--- config.mk ---
export PLATFORM = sky130hd
export DESIGN_NAME = pulse_stretcher_mc
export DESIGN_NICKNAME = d
export VERILOG_FILES = /design/src/rtl/pulse_stretcher_pkg.sv /design/src/rtl/stretch_chan.sv /design/src/rtl/pulse_stretcher_mc.sv
export SDC_FILE = /design/constraint.sdc
export NUM_CORES = 1
export LEC_CHECK = 0
export CORE_MARGIN = 2
export CORE_UTILIZATION = 28
export CTS_CLUSTER_SIZE = 8
export DETAILED_ROUTE_END_ITERATION = 7
export MAX_ROUTING_LAYER = met4
export PLACE_DENSITY = 0.56
export SLEW_MARGIN = 20
export SYNTH_ARGS = -nofsm -noshare
export SYNTH_HDL_FRONTEND = slang
export SYNTH_SLANG_ARGS = --single-unit
export TNS_END_PERCENT = 10
--- constraint.sdc ---
create_clock -name clk -period 6.05 [get_ports clk]
set_input_delay 0.605 -clock clk [delete_from_list [all_inputs] [get_ports clk]]
set_output_delay 0.605 -clock clk [all_outputs]
set_load 0.01 [all_outputs]
--- src/rtl/pulse_stretcher_pkg.sv ---
// pulse_stretcher_pkg: shared state type and default sizing for the pulse stretcher
package pulse_stretcher_pkg;
  typedef enum logic [1:0] {IDLE, ACTIVE, COOLDOWN} state_t;
  localparam int DEF_NUM_CH = 4;
  localparam int DEF_CNT_W = 8;
endpackage

--- src/rtl/stretch_chan.sv ---
// stretch_chan: one channel stretching a trigger to a fixed high time followed by an optional low gap
module stretch_chan
  import pulse_stretcher_pkg::*;
#(
  parameter int CNT_W = DEF_CNT_W
) (
  input  logic             clk,
  input  logic             rst,
  input  logic             pulse_in,
  input  logic [CNT_W-1:0] stretch_len,
  input  logic [CNT_W-1:0] gap_len,
  input  logic             retrig_en,
  input  logic             drop_clr,
  output logic             signal_out,
  output logic             busy,
  output logic             drop
);
  state_t state, nxt_state;
  logic [CNT_W-1:0] cnt, nxt_cnt, load;
  logic hit;
  assign load = stretch_len == '0 ? CNT_W'(1) : stretch_len;
  assign hit = pulse_in && (state == COOLDOWN || (state == ACTIVE && !retrig_en));
  // next state and count; a zero stretch still gives one high cycle, a zero gap skips cooldown
  always_comb begin
    nxt_state = state;
    nxt_cnt = cnt;
    case (state)
      IDLE: begin
        nxt_state = pulse_in ? ACTIVE : IDLE;
        nxt_cnt = pulse_in ? load : cnt;
      end
      ACTIVE: begin
        nxt_state = (pulse_in && retrig_en) || cnt != CNT_W'(1) ? ACTIVE : gap_len != '0 ? COOLDOWN : IDLE;
        nxt_cnt = pulse_in && retrig_en ? load : cnt == CNT_W'(1) ? gap_len : cnt - 1'b1;
      end
      COOLDOWN: begin
        nxt_state = cnt == CNT_W'(1) ? IDLE : COOLDOWN;
        nxt_cnt = cnt - 1'b1;
      end
      default: begin
        nxt_state = IDLE;
        nxt_cnt = '0;
      end
    endcase
  end
  // state, counter and outputs registered from the next state so they change together
  always_ff @(posedge clk or posedge rst) begin
    if (rst) begin
      state <= IDLE;
      cnt <= '0;
      signal_out <= 1'b0;
      busy <= 1'b0;
      drop <= 1'b0;
    end else begin
      state <= nxt_state;
      cnt <= nxt_cnt;
      signal_out <= nxt_state == ACTIVE;
      busy <= nxt_state != IDLE;
      drop <= hit | (drop & ~drop_clr);
    end
  end
endmodule

--- src/rtl/pulse_stretcher_mc.sv ---
// pulse_stretcher_mc: NUM_CH independent pulse stretchers sharing one configuration
module pulse_stretcher_mc
  import pulse_stretcher_pkg::*;
#(
  parameter int NUM_CH = DEF_NUM_CH,
  parameter int CNT_W = DEF_CNT_W
) (
  input  logic              clk,
  input  logic              rst,
  input  logic [NUM_CH-1:0] pulse_in,
  input  logic [CNT_W-1:0]  stretch_len,
  input  logic [CNT_W-1:0]  gap_len,
  input  logic              retrig_en,
  input  logic              drop_clr,
  output logic [NUM_CH-1:0] signal_out,
  output logic [NUM_CH-1:0] busy,
  output logic [NUM_CH-1:0] drop
);
  for (genvar c = 0; c < NUM_CH; c++) begin : g_ch
    stretch_chan #(.CNT_W(CNT_W)) u_chan (
      .clk(clk),
      .rst(rst),
      .pulse_in(pulse_in[c]),
      .stretch_len(stretch_len),
      .gap_len(gap_len),
      .retrig_en(retrig_en),
      .drop_clr(drop_clr),
      .signal_out(signal_out[c]),
      .busy(busy[c]),
      .drop(drop[c])
    );
  end
endmodule

==> metrics, run 1 <==
status=completed; syn_nets=582; fraction of layout cells with a size suffix above 1=0.0440; most frequent cell after synthesis=nor2_1; Area contributors post-synth=dfrtp_1, o21ai_0, nor2_1; vias post-DR=4233; Final Cycle Share=0.423; Critical Setup Path Class=input port to register; first-pass GRT wire length=21400 um; Synth Area per Inst=7.70 um^2; yosys warns=0; Cells after Synth=550; register area=0.00130 mm^2; Top Layer Used=met4; routability cong.=0.899; sw power=0.000721 W; 1st-iter DRT viols=376; wire per inst=18.6 um; Area Growth Syn to Fin=12.9%; Pint=0.00105 W; Buffers on Ports=35; Hold Crit Start=g_ch[1].u_chan.drop$_DFF_PP0_; gr ovfl total=0; slowest CP cell=or4_1; Post-synth EDFFs=0; TritonCTS clock tree=done; Most common cell on crit path=a21oi_1; standard-cell rows=44; # setup viols final=0; Root Buffer=clkbuf_16; post-layout util=0.326; Logic pwr share=0.420; CP max stage delay=around 0.65 ns; ANT cells=0; initial antenna violation count=0; global-route usage over all layers=0.169; Routed WL=13600 um; synthesized cell area=about 0.0042 mm^2; DRC viols=0; Post-CTS Setup Inserts=0; worst hold slack=0.537 ns; Clock Tree Buf Depth=2; asr flop ratio synth=1.00; Yosys reg bits=52; hold crit path type=register to register; met2 WL=6240 um; IO Pins=36; VDD IR max=0.000139 V; Synth cell types=60; CP Max Fanout=8; Net count, final=576; most instantiated cells after synthesis=nor2_1, dfrtp_1, o21ai_0; Worst-Skew Late Latency=0.30 ns; Synth Flop Type=dfrtp_1; largest net degree at the start of global routing=53; post-synthesis sequential area ratio=0.307; Inserted Clock Buffers=5; clock power share=0.205; worst-path cell chain=clkdlybuf4s50_1 > or4_1 > nor2_1 > a21oi_1 > o21ai_0 > a21oi_1; setup TNS=0 ns; crit path DAT=2.72 ns; vias in the first global route=just under 4k; Die ar.=0.0161 mm^2; Max Transition Viols Final=0; Final Hold Vio Count=0; f_max=0.390 GHz; Worst-Margin Slew=0.758 ns; Required @ worst endpoint=6.21 ns; r2r endpoint=g_ch[3].u_chan.cnt[5]$_DFFE_PP0P_; drt via density=5.81; PD cells=370 mW/mm^2; maxcap violations=0; R2R cell count=5; met1 wire length=6380 um; # hold bufs at CTS=0; clock tree sinks=52; die width=approximately 130 um; Sw Share=0.408; met3 wire length=653 um; Yosys top cell area share=0.307; Initial Util=0.289; Rel. slew slack=0.495; CP endpoint kind=register; fillers=1516; Post-CTS Resized=0; largest area contributor in the netlist=dfrtp_1; Min-Delay Endpoint=g_ch[1].u_chan.drop$_DFF_PP0_; worst reg-to-reg setup slack=approximately 3.6 ns; CP Launch Type=input port; post-DP HPWL=9290 um; Final min period=2.56 ns; Core ar.=0.0146 mm^2; RSZ-0062 raised after global routing=false; Pre-antenna DRT Iters=5; CTS H-tree lvls=2; Final ANT Viol Nets=0; clock-pin slew on the worst setup and hold paths=0.07 ns; post-route clock skew=0.00418 ns; Critical R2R Launch=g_ch[3].u_chan.cnt[3]$_DFFE_PP0P_; WHS Path Cells=2; LEAKAGE=1.84 nW; Chip Height=approximately 130 um; area of the multi-input gates=0.00260 mm^2; sequential power share=0.375
## worst max-delay path by stage
stage | from | end | slack [ns]
global placement | gap_len[1] | g_ch[2].u_chan.busy$_DFF_PP0_ | 3.24
detailed placement | gap_len[1] | g_ch[2].u_chan.busy$_DFF_PP0_ | 3.22
floorplan | g_ch[3].u_chan.cnt[3]$_DFFE_PP0P_ | g_ch[3].u_chan.cnt[5]$_DFFE_PP0P_ | 3.83
CTS | gap_len[1] | g_ch[2].u_chan.busy$_DFF_PP0_ | 3.53
finish | gap_len[1] | g_ch[2].u_chan.busy$_DFF_PP0_ | 3.49
global route | gap_len[1] | g_ch[2].u_chan.busy$_DFF_PP0_ | 3.42
## area by class of cell
cell class,instances,area share
timing repair buffer,38,0.0780
clock buffer,7,0.0319
clock inverter,1,0.00628
multi-input combinational,421,0.543
inverter,26,0.0204
sequential,52,0.272
tap,184,0.0482
## layer usage
metal / GRT usage / vias up
met2: 0.259 / 144
met4: 0.0569 / 0
li1: - / 1977
met1: 0.229 / 2088
met3: 0.0272 / 24
met5: - / -
## kinds of logic (layout without fill, tap and decap cells)
group | Yosys count | count (layout) | share of synthesized area
AND/OR/NAND/NOR | 199 | 199 | 0.237
adder cells (fa/ha/maj) | 8 | 8 | 0.0236
XOR/XNOR | 19 | 19 | 0.0393
buffers and inverters | 77 | 72 | 0.0798
flip-flops | 52 | 52 | 0.307
AO/OA/AOI/OAI | 181 | 181 | 0.279
multiplexers | 14 | 14 | 0.0343
## layout by cell type (no fill, tap or decap), types with 8 or more instances in the layout
master,netlist,layout
a21oi_1,41,41
o21ai_0,49,49
nor2_1,63,63
ha_1,8,8
clkdlybuf4s50_1,0,35
nor2b_1,18,18
nand2_1,47,47
xnor2_1,10,10
inv_1,26,25
dfrtp_1,52,52
a31oi_1,8,8
nor3_1,17,17
a211oi_1,9,9
nand3_1,11,11
xor2_1,9,9
mux2i_1,10,10
o22ai_1,8,8
## stage by stage
stage | power (W) | std cells | worst slack, ns | area, um^2
2_1_floorplan | 0.00121 | 550 | 3.83 | 4240
3_3_place_gp | 0.00138 | 721 | 3.24 | 4600
3_5_place_dp | 0.00140 | 721 | 3.22 | 4600
4_1_cts | 0.00177 | 729 | 3.53 | 4780
5_1_grt | 0.00190 | 729 | 3.42 | 4780
6_report | 0.00177 | 729 | 3.49 | 4780
## power groups by stage
stage	Combinational (W)	Sequential [W]	Clock, W
3_5_place_dp	0.000736	0.000661	0
6_report	0.000742	0.000662	0.000363
4_1_cts	0.000740	0.000657	0.000370
2_1_floorplan	0.000623	0.000585	0
3_3_place_gp	0.000721	0.000657	0
5_1_grt	0.000834	0.000683	0.000381
## critical path: cells and delay by family
family | cells | cell delay [ns]
buf+inv | 1 | 0.60
compound gates | 3 | 0.36
simple gates | 2 | 1.14
## sequential cells by signal, indices dropped and copies added, names as in the netlist
register,cells
g_ch.u_chan.drop,4
g_ch.u_chan.signal_out,4
g_ch.u_chan.state,8
g_ch.u_chan.cnt,32
g_ch.u_chan.busy,4
(Power assumes the default switching activity.)
==> run 2, diff against run 1 <==
--- a/config.mk
+++ b/config.mk
@@ -10,7 +10,7 @@
 export CTS_CLUSTER_SIZE = 8
 export DETAILED_ROUTE_END_ITERATION = 7
 export MAX_ROUTING_LAYER = met4
-export PLACE_DENSITY = 0.56
+export PLACE_DENSITY = 0.57
 export SLEW_MARGIN = 20
 export SYNTH_ARGS = -nofsm -noshare
 export SYNTH_HDL_FRONTEND = slang
==> constraint.sdc (replaced) <==
create_clock -name clk -period 2.3 [get_ports clk]
set_input_delay 0.23 -clock clk [delete_from_list [all_inputs] [get_ports clk]]
set_output_delay 0.23 -clock clk [all_outputs]
set_load 0.01 [all_outputs]
==> run 2 against run 1 <==
First-iteration DRC count is 34% higher; die area stayed put; via count increased by 4.5%; cell area grew 8.6%; clock skew shrank 0.0014 ns; combinational power grew to 3.0 times the previous value; critical path depth decreased by 1; cell count increased by 7.5%; sequential share of layout area down 2.1 points; register-to-register slack lost 3.5 ns; critical path type is now register to register; highest routed layer unchanged.
==> metrics, run 2 (synthesis gave the netlist of run 1 again) <==
wire per inst=18.2 um (was 18.6 um); status=completed (unchanged); worst-path cell chain=or4_4 > or4b_4 > nor4_4 > nor3_1 > a211o_1 (was clkdlybuf4s50_1 > or4_1 > nor2_1 > a21oi_1 > o21ai_0 > a21oi_1); CP Max Fanout=5 (was 8); clock power share=0.175 (was 0.205); gr ovfl total=0 (unchanged); Logic pwr share=0.473 (was 0.420); sequential power share=0.352 (was 0.375); Final Cycle Share=0.943; Bufs and invs on worst path=0 (was 1); initial antenna violation count=0 (unchanged); fin worst setup slack=0.131 ns (was 3.49 ns); vias in the first global route=4238 (was 3945); top flop regs=g_ch.u_chan.cnt: 32 flops, g_ch.u_chan.state: 8 flops (unchanged); LEAKAGE=2.10 nW (was 1.84 nW); Rel. slew slack=0.646 (was 0.495); RSZ-0062 raised after global routing=false (unchanged); sw power=0.00193 W (was 0.000721 W); Place WS=0.111 ns (was 3.22 ns); Inserted Clock Buffers=5 (unchanged); Die ar.=0.0161 mm^2 (unchanged); fraction of layout cells with a size suffix above 1=0.132 (was 0.0440); clock-pin slew on the worst setup and hold paths=0.07 ns (about the same); commonest non-fill, non-tap cell in the layout=nor2_1 (unchanged); post-route clock skew=0.00283 ns (was 0.00418 ns); max reg flops=32 (unchanged); commonest cells after routing, fill and taps aside=nor2_1, buf_4, dfrtp_1, o21ai_0, nand2_1 (was nor2_1, dfrtp_1, o21ai_0, nand2_1, a21oi_1); Total Power=0.00467 W (was 0.00177 W); Critical Setup Path Class=register to register (was input port to register); # setup viols final=0 (unchanged); Buffers on Ports=35 (unchanged); Sw Share=0.413 (was 0.408); worst reg-to-reg setup slack=0.13 ns (was 3.59 ns); setup TNS=0 ns (unchanged); die width=127 um (unchanged); Final ANT Viol Nets=0 (unchanged); Core ar.=0.0146 mm^2 (unchanged); # hold bufs at CTS=0 (unchanged); Initial Util=0.289 (unchanged); family with the most delay on the worst path=simple AND/OR/NAND/NOR gates (unchanged); Final min period=2.17 ns; fillers=1528 (was 1516); global-route usage over all layers=0.182 (was 0.169); IO Pins=36 (unchanged); Max Transition Viols Final=0 (unchanged); standard-cell rows=44 (unchanged); Root Buffer=clkbuf_16 (unchanged); VDD IR max=0.000328 V (was 0.000139 V); Clock Tree Buf Depth=2 (unchanged); clock tree sinks=52 (unchanged); post-layout util=0.354 (was 0.326); DRC viols=0 (unchanged); Chip Height=127 um (unchanged); register with the most flip-flops=g_ch.u_chan.cnt (unchanged); largest net degree at the start of global routing=53 (unchanged); CTS H-tree lvls=2 (unchanged); Routed WL=14300 um (was 13600 um); TritonCTS clock tree=done (unchanged); Critical R2R Launch=g_ch[3].u_chan.cnt[4]$_DFFE_PP0P_ (was g_ch[3].u_chan.cnt[3]$_DFFE_PP0P_); vias post-DR=4422 (was 4233); CP Launch Type=register (was input port); routability cong.=0.939 (was 0.899); Critical Path Start=g_ch[3].u_chan.cnt[4]$_DFFE_PP0P_ (was gap_len[1]); maxcap violations=0 (unchanged); ANT cells=0 (unchanged); first-pass GRT wire length=22800 um (was 21400 um); Final Hold Vio Count=0 (unchanged); Pint=0.00274 W (was 0.00105 W); slowest CP cell=or4_4 (was or4_1); Worst-Skew Late Latency=0.30 ns (about the same); Pre-antenna DRT Iters=5 (unchanged); Area Growth Syn to Fin=22.5% (was 12.9%); f_max=0.461 GHz; Worst-Margin Slew=0.531 ns (was 0.758 ns); 1st-iter DRT viols=504 (was 376); PD cells=899 mW/mm^2 (was 370 mW/mm^2); Required @ worst endpoint=2.49 ns (was 6.21 ns); hold crit path type=input port to async pin (was register to register); crit path DAT=2.36 ns (was 2.72 ns); drt via density=5.64 (was 5.81); Net count, final=631 (was 576); CP max stage delay=0.56 ns (was 0.65 ns); post-DP HPWL=10400 um (was 9290 um); CP endpoint kind=register (unchanged)
## run 2: cell types whose count changed in the layout (fill, tap and decap cells not counted), sizes merged
cell,previous run,this run
buf,3,58
clkinvlp,0,1
bufinv,1,0
## run 2: worst register-to-register path, delay by kind of cell (launching register included)
family,cells,cell delay (ns)
AND/OR/NAND/NOR,4,1.38
flip-flops,1,0.42
AO/OA/AOI/OAI,1,0.26
## run 2: layout make-up
type,count,area [um^2],area share
clock inverter,1,7.51,0.00145
tap,184,230,0.0444
timing repair buffer,93,811,0.156
inverter,26,97.6,0.0188
clock buffer,7,143,0.0275
sequential,52,1300,0.251
multi-input combinational,421,2600,0.501
## run 2: what timing repair did
action                     CTS  global route
setup endpoints to repair    0             1
gates resized for setup      0             1
buffers inserted             0             0
## run 2: power by group through the flow
| stage | registers, W | logic (W) | clock network (W) |
|---|---|---|---|
| after floorplan | 0.00154 | 0.00164 | 0 |
| final | 0.00164 | 0.00221 | 0.000819 |
| after global routing | 0.00170 | 0.00246 | 0.000861 |
| after CTS | 0.00162 | 0.00220 | 0.000820 |
| after detailed placement | 0.00164 | 0.00218 | 0 |
| after global placement | 0.00163 | 0.00214 | 0 |
## run 2: path summary, 6_finish.rpt
| kind | endpoint | cells after the start |
|---|---|---|
| setup / recovery | g_ch[3].u_chan.cnt[5]$_DFFE_PP0P_ | 5 |
| min in group clk | g_ch[3].u_chan.drop$_DFF_PP0_ | 2 |
| setup reg to reg | g_ch[3].u_chan.cnt[5]$_DFFE_PP0P_ | 5 |
| hold / removal | g_ch[1].u_chan.cnt[7]$_DFFE_PP0P_ | 3 |
| max in group asynchronous | g_ch[0].u_chan.cnt[6]$_DFFE_PP0P_ | 3 |
| hold reg to reg | g_ch[3].u_chan.drop$_DFF_PP0_ | 2 |
## run 2: stage by stage
| stage | hold WS (ns) | area, um^2 | std cells |
|---|---|---|---|
| floorplan | 0.326 | 4240 | 550 |
| global placement | 0.522 | 5040 | 776 |
| detailed placement | 0.527 | 5040 | 776 |
| CTS | 0.325 | 5190 | 784 |
| global route | 0.343 | 5190 | 784 |
| finish | 0.301 | 5190 | 784 |
## run 2: per-layer routing
layer	GRT usage	vias to the layer above	share of wire
met3	0.0268	41	0.051
met5	-	-	0
met1	0.236	2135	0.45
met2	0.284	156	0.46
li1	-	2090	-
met4	0.0827	0	0.044
